[src/rtl/hex_reporter_pkg.sv]
// Shared definitions for the hex reporter: sequencer state encoding, ASCII
// constants and the nibble-to-ASCII helper.
//
// Optional feature macro (used by hex_reporter): HEX_REPORTER_CRLF_EN selects a
// CR LF terminator instead of a single space.
package hex_reporter_pkg;

  typedef enum logic [2:0] {
    StIdle,
    StLoad,
    StSend,
    StGuard,
    StWait
  } seq_state_e;

  localparam logic [7:0] AsciiZero   = 8'h30;
  localparam logic [7:0] AsciiUpperA = 8'h41;
  localparam logic [7:0] AsciiCr     = 8'h0D;
  localparam logic [7:0] AsciiLf     = 8'h0A;
  localparam logic [7:0] AsciiSpace  = 8'h20;

  // Uppercase hex digit for one nibble.
  function automatic logic [7:0] nibble_to_ascii(input logic [3:0] nibble);
    logic [7:0] nib8;
    nib8 = {4'h0, nibble};
    if (nibble < 4'd10) begin
      return AsciiZero + nib8;
    end else begin
      return AsciiUpperA + nib8 - 8'd10;
    end
  endfunction

endpackage

[src/rtl/word_fifo.sv]
// Synchronous word FIFO with registered occupancy count.
//
// Ports:
//   clock, reset   - rising-edge clock, synchronous active-high reset
//   push_i         - write wr_data_i at the tail (ignored when full)
//   wr_data_i      - word to write
//   pop_i          - advance the head (ignored when empty)
//   rd_data_o      - word at the head (valid when not empty)
//   count_o        - registered number of stored words
//   full_o/empty_o - derived from count_o only
module word_fifo #(
  parameter int unsigned DATA_W = 32,
  parameter int unsigned DEPTH  = 4,
  localparam int unsigned PtrW  = $clog2(DEPTH),
  localparam int unsigned CntW  = PtrW + 1
) (
  input  logic              clock,
  input  logic              reset,
  input  logic              push_i,
  input  logic [DATA_W-1:0] wr_data_i,
  input  logic              pop_i,
  output logic [DATA_W-1:0] rd_data_o,
  output logic [CntW-1:0]   count_o,
  output logic              full_o,
  output logic              empty_o
);

  logic [DATA_W-1:0] mem_q [DEPTH];
  logic [PtrW-1:0]   wr_ptr_q, wr_ptr_d;
  logic [PtrW-1:0]   rd_ptr_q, rd_ptr_d;
  logic [CntW-1:0]   count_q, count_d;
  logic              push_en, pop_en;

  assign full_o    = (count_q == CntW'(DEPTH));
  assign empty_o   = (count_q == '0);
  assign count_o   = count_q;
  assign rd_data_o = mem_q[rd_ptr_q];

  // Full is taken from the registered count, so a same-cycle pop never
  // makes room for a same-cycle push.
  assign push_en = push_i && !full_o;
  assign pop_en  = pop_i && !empty_o;

  always_comb begin
    wr_ptr_d = wr_ptr_q;
    rd_ptr_d = rd_ptr_q;
    count_d  = count_q;
    // Power-of-two depth: pointers wrap by natural overflow.
    if (push_en) wr_ptr_d = wr_ptr_q + PtrW'(1);
    if (pop_en)  rd_ptr_d = rd_ptr_q + PtrW'(1);
    unique case ({push_en, pop_en})
      2'b10:   count_d = count_q + CntW'(1);
      2'b01:   count_d = count_q - CntW'(1);
      default: count_d = count_q;
    endcase
  end

  always_ff @(posedge clock) begin
    if (reset) begin
      wr_ptr_q <= '0;
      rd_ptr_q <= '0;
      count_q  <= '0;
    end else begin
      wr_ptr_q <= wr_ptr_d;
      rd_ptr_q <= rd_ptr_d;
      count_q  <= count_d;
    end
  end

  // Storage needs no reset; contents are only read when count is non-zero.
  always_ff @(posedge clock) begin
    if (push_en) mem_q[wr_ptr_q] <= wr_data_i;
  end

endmodule

[src/rtl/hex_reporter.sv]
// Buffers words in a FIFO and reports each one to a UART transmitter as
// uppercase ASCII hex, most-significant nibble first, followed by a terminator.
//
// Configuration macro: HEX_REPORTER_CRLF_EN -- when defined the terminator is
// CR LF (0x0D 0x0A); otherwise it is a single space (0x20).
//
// Ports:
//   clock, reset          - rising-edge clock, synchronous active-high reset
//   word_valid, word_data - producer word offer
//   word_ready            - FIFO not full
//   tx_en, tx_data        - one-cycle start pulse and byte for the transmitter
//   tx_busy               - transmitter busy flag
//   overflow              - sticky: a word was offered while full
//   idle                  - FIFO empty and sequencer idle
module hex_reporter
  import hex_reporter_pkg::*;
#(
  parameter int unsigned DATA_W = 32,
  parameter int unsigned DEPTH  = 4
) (
  input  logic              clock,
  input  logic              reset,
  input  logic              word_valid,
  input  logic [DATA_W-1:0] word_data,
  output logic              word_ready,
  output logic              tx_en,
  output logic [7:0]        tx_data,
  input  logic              tx_busy,
  output logic              overflow,
  output logic              idle
);

  localparam int unsigned NumNibbles = DATA_W / 4;
`ifdef HEX_REPORTER_CRLF_EN
  localparam int unsigned TermLen = 2;
`else
  localparam int unsigned TermLen = 1;
`endif
  localparam int unsigned NumChars = NumNibbles + TermLen;
  localparam int unsigned CharW    = $clog2(NumChars + 1);
  localparam int unsigned CntW     = $clog2(DEPTH) + 1;

  seq_state_e        state_q, state_d;
  logic [DATA_W-1:0] shift_q, shift_d;
  logic [CharW-1:0]  char_cnt_q, char_cnt_d;
  logic [7:0]        tx_data_q, tx_data_d;
  logic              overflow_q;
  logic [7:0]        cur_char;

  logic              fifo_push, fifo_pop;
  logic [DATA_W-1:0] fifo_rd_data;
  logic [CntW-1:0]   fifo_count;
  logic              fifo_full, fifo_empty;

  assign word_ready = !fifo_full;
  assign fifo_push  = word_valid && word_ready;

  word_fifo #(
    .DATA_W (DATA_W),
    .DEPTH  (DEPTH)
  ) u_word_fifo (
    .clock     (clock),
    .reset     (reset),
    .push_i    (fifo_push),
    .wr_data_i (word_data),
    .pop_i     (fifo_pop),
    .rd_data_o (fifo_rd_data),
    .count_o   (fifo_count),
    .full_o    (fifo_full),
    .empty_o   (fifo_empty)
  );

  // Character selected by the counter: hex digits come from the top nibble of
  // the shift register, which is shifted left after each digit is sent.
  always_comb begin
    if (char_cnt_q < CharW'(NumNibbles)) begin
      cur_char = nibble_to_ascii(shift_q[DATA_W-1 -: 4]);
`ifdef HEX_REPORTER_CRLF_EN
    end else if (char_cnt_q == CharW'(NumNibbles)) begin
      cur_char = AsciiCr;
    end else begin
      cur_char = AsciiLf;
    end
`else
    end else begin
      cur_char = AsciiSpace;
    end
`endif
  end

  always_comb begin
    state_d    = state_q;
    shift_d    = shift_q;
    char_cnt_d = char_cnt_q;
    tx_data_d  = tx_data_q;
    fifo_pop   = 1'b0;
    tx_en      = 1'b0;
    unique case (state_q)
      StIdle: begin
        if (!fifo_empty) state_d = StLoad;
      end
      StLoad: begin
        fifo_pop   = 1'b1;
        shift_d    = fifo_rd_data;
        char_cnt_d = '0;
        state_d    = StSend;
      end
      StSend: begin
        tx_en      = 1'b1;
        tx_data_d  = cur_char;
        char_cnt_d = char_cnt_q + CharW'(1);
        if (char_cnt_q < CharW'(NumNibbles)) shift_d = shift_q << 4;
        state_d    = StGuard;
      end
      // Gives the transmitter a cycle to raise tx_busy.
      StGuard: begin
        state_d = StWait;
      end
      StWait: begin
        if (!tx_busy) begin
          state_d = (char_cnt_q < CharW'(NumChars)) ? StSend : StIdle;
        end
      end
      default: begin
        state_d = StIdle;
      end
    endcase
  end

  // tx_data follows the current character in SEND and holds afterwards.
  assign tx_data  = tx_data_d;
  assign overflow = overflow_q;
  assign idle     = (fifo_count == '0) && (state_q == StIdle);

  always_ff @(posedge clock) begin
    if (reset) begin
      state_q    <= StIdle;
      shift_q    <= '0;
      char_cnt_q <= '0;
      tx_data_q  <= '0;
      overflow_q <= 1'b0;
    end else begin
      state_q    <= state_d;
      shift_q    <= shift_d;
      char_cnt_q <= char_cnt_d;
      tx_data_q  <= tx_data_d;
      if (word_valid && !word_ready) overflow_q <= 1'b1;
    end
  end

endmodule

[config.mk]
export PLATFORM = sky130hd
export DESIGN_NAME = hex_reporter
export DESIGN_NICKNAME = d
export VERILOG_FILES = /design/src/rtl/hex_reporter_pkg.sv /design/src/rtl/word_fifo.sv /design/src/rtl/hex_reporter.sv
export SDC_FILE = /design/constraint.sdc
export NUM_CORES = 1
export LEC_CHECK = 0
export ABC_AREA = 1
export BUFFER_PORTS_ARGS = -buffer_cell sky130_fd_sc_hd__buf_2
export CAP_MARGIN = 40
export CORE_UTILIZATION = 60
export CTS_CLUSTER_SIZE = 10
export DETAILED_ROUTE_END_ITERATION = 16
export GPL_TIMING_DRIVEN = 0
export HOLD_SLACK_MARGIN = 0.06
export PLACE_DENSITY = 0.79
export REMOVE_ABC_BUFFERS = 1
export SETUP_SLACK_MARGIN = 0.3
export SLEW_MARGIN = 25
export SYNTH_ARGS = -nofsm -noshare
export SYNTH_HDL_FRONTEND = slang
export SYNTH_SLANG_ARGS = --single-unit
[constraint.sdc]
create_clock -name clock -period 2.7 [get_ports clock]
set_input_delay 0.135 -clock clock [delete_from_list [all_inputs] [get_ports clock]]
set_output_delay 0.135 -clock clock [all_outputs]
set_load 0.01 [all_outputs]
==> impl_metrics.ini <==
[cts]
numCtsBuffers = 17
clock_tree.buffer_depth = 2
clock_latency_on_the_worst_skew_pair_ps = 430
cts_max_level = 4
clock_sinks = 185
cts_tree = built
postCtsSetupRepairBufs = 0
clk_pin_slew_ps = 60
ctsRootBufferMaster = clkbuf_16

[timing]
fin_skew_ps = 5.66
rsz0062_at_grt = no
setup_ws_ps = 479
totalNegativeSetupSlack_ps = 0
timing_worst_slew_pin_value_ps = 721
post-route-period-util_pct = 82.2
clock.fmax_mhz = 450
setup_viol_count_final = 0
max_slew_margin_pct = 51.8
finalHoldViolCount = 0
period_minus_slack_ps = 2220
finalMaxSlewViolations = 0

[status]
run_status = completed

[setup_path]
setup.worst_path.class = reg2out
worst_path_dominant_cell_family = simple AND/OR/NAND/NOR gates
crit_required_ps = 2570
crit_fanout = 38
timing.critical_path.cells = nor2_4 > nand2_4 > inv_6 > nor2_1 > nor2_1 > inv_1 > buf_2
crit_path_start_kind = flip-flop
slowest_delay_ps = 380
end_kind = output port
r2r_cells = 10
r2r_slack_ps = 530
worst-path-stages = 7
crit_path_frequent_cell = nor2_1
critPathSlowestCell = dfxtp_1
bufs_and_invs_on_worst_path = 3
critical_path_arrival_ps = 2090

[floorplanning]
initial_utilization_pct = 62.0
core-area_sq_mm = 0.0127
chipWidth_um = 117
std_cell_rows = 41
dieArea_sq_mm = 0.0136
die_h_um = 117
io_pins = 48

[synthesis]
synth_cell_type_count = 27
ys_seq_elements = 185
proportion_of_synthesized_chip_area_in_sequential_cells_pct = 63.2
postSynthAreaPerCell_sq_um = 9.18
synth_warnings = 0
post_synth_instance_area_sq_mm = 0.00788
syn_inst = 859

[routing]
met2WireLength_um = 8190
detail_route.wirelength.met1_um = 6970
topRoutingLayerUsed = met4
drt-total-wl_um = 16300
detailedRoute.firstIterationViolations = 523
post_drt_wl_per_cell_um = 14.7
viasPerCell = 5.14
drt_drc_violations_left = 0
drt_pass1_iterations = 5
route.met3.wl_um = 878
final_antenna_net_count = 0
dr_total_vias = 5711

[place]
place.port_buffers = 47
dpl_worst_slack_ps = 500
routabilityCongestion = 0.718
dp.cells = 1047
post_dp_cell_area_sq_mm = 0.00835
detailedPlacementHpwl_um = 9210

[final_layout]
area.growth.synth_to_final_pct = 17.1
num-fill-cells = 930
layout-drive-gt1-share_pct = 10.3
final_cell_area_sq_mm = 0.00923
antenna_cells = 0
post_layout_nonfiller_instances = 1111
layout_net_count = 972

[global_route]
grt_pass1_vias = 5584
grt_pass1_wl_um = 26300
antenna_found_initial = 0
groute.usage.overall_pct = 26.3
grt_start_max_net_pins = 56
grt-ovfl-total = 0

[hold_path]
min_delay_path_depth = 2
worstHoldPathType = in2reg

[power_and_ir_drop]
total_power_per_unit_cell_area_mw_per_mm2 = 922
power_leakage_uw = 0.00399
power.total_uw = 8510
clock_power_share_pct = 27.6
p_sw_share_pct = 33.2
pwr-share-seq_pct = 44.4
cellInternalPower_uw = 5680
switchingPower_uw = 2830
worst_ir_drop_vdd_v = 0.000646
power_share_of_the_combinational_group_pct = 28.0

[run]
drv.max_cap_violation_count = 0
-- through the flow --
step                util (%)  hold WS, ps
detailed placement      65.6          350
global placement        63.7          347
CTS                     72.5         80.3
floorplan                  -          204
finish                  72.6         89.7
global route            72.6          106
-- cell type report --
type	count	area, sq um	share of cell area [%]
Clock buffer	23	448	4.85
Clock inverter	8	100	1.08
Inverter	81	312	3.37
Multi-Input combinational cell	554	2400	26.0
Sequential cell	185	4990	54.0
Tap cell	172	215	2.33
Timing Repair Buffer	88	771	8.35
-- synthesized netlist by cell type, drive strengths merged --
library cell / instances / share of area, %
nand3b: 1 / 0.095
nand4: 1 / 0.079
clkbuf: 12 / 0.57
nor3: 3 / 0.19
nand3: 53 / 3.7
nand2: 261 / 13
fa: 1 / 0.25
xor2: 1 / 0.11
ha: 8 / 1.3
clkinv: 1 / 0.048
dfxtp: 57 / 14
a21boi: 1 / 0.095
o21ai: 37 / 2.3
edfxtp: 128 / 49
a21oi: 18 / 1.1
buf: 27 / 2.3
a31oi: 1 / 0.079
inv: 80 / 3.8
nor2: 168 / 8.1
-- worst paths after layout --
kind	start	endpoint
max	state_q[0]	tx_data[6]
min	reset	state_q[1]
max reg2reg	state_q[2]	u_word_fifo.count_o[2]
min reg2reg	tx_data_q[7]	tx_data_q[7]
-- registers in the layout (all words and copies together) (netlist names), named ones only --
register              count
state_q                   3
tx_data_q                 8
u_word_fifo.mem_q       128
u_word_fifo.count_o       3
u_word_fifo.rd_ptr_q      2
char_cnt_q                4
overflow                  1
shift_q                  32
u_word_fifo.wr_ptr_q      2
-- power by group through the flow --
stage,Combinational (uW),Sequential [uW],Clock (uW)
detailed placement,2310,3830,0
CTS,2380,3770,2350
floorplan,1560,3800,0
global route,2740,3830,2470
global placement,2050,3900,0
finish,2380,3780,2350
-- placed cells by master (no fill, tap or decap), types with 2 or more instances in the layout --
cell type,n
clkbuf_1,6
o21ai_1,20
ha_1,8
buf_12,2
buf_2,47
dlygate4sd3_1,33
nand3_1,51
clkbuf_16,17
edfxtp_1,128
buf_16,6
inv_2,3
o21ai_0,17
a21oi_1,18
clkinv_4,2
bufinv_16,2
nor2_4,5
nor3_1,3
nor2_1,163
clkinv_2,3
dfxtp_1,55
nand2_1,258
nand3_4,2
nand2_2,2
inv_1,76
-- cells by family (layout without fill, tap and decap cells) --
logic type,Yosys count,count (layout),synth area share (%)
AND/OR/NAND/NOR,487,487,24.7
flip-flops,185,185,63.2
buffers and inverters,120,200,6.76
AO/OA/AOI/OAI,57,57,3.67
XOR/XNOR,1,1,0.111
adder cells (fa/ha/maj),9,9,1.52
-- repair_timing --
item / CTS / global route
hold buffers: 33 / 0
endpoints found under the setup margin: 2 / 4
hold endpoints to repair: 129 / 0
gates resized for setup: 1 / 3
-- metal layers --
metal / GRT usage (%) / vias up
met5: 0 / -
met3: 5.86 / 31
met2: 45.4 / 167
met1: 31.9 / 2640
li1: - / 2873
met4: 11.3 / 0
Note: power is estimated with default switching activity, not from simulation.
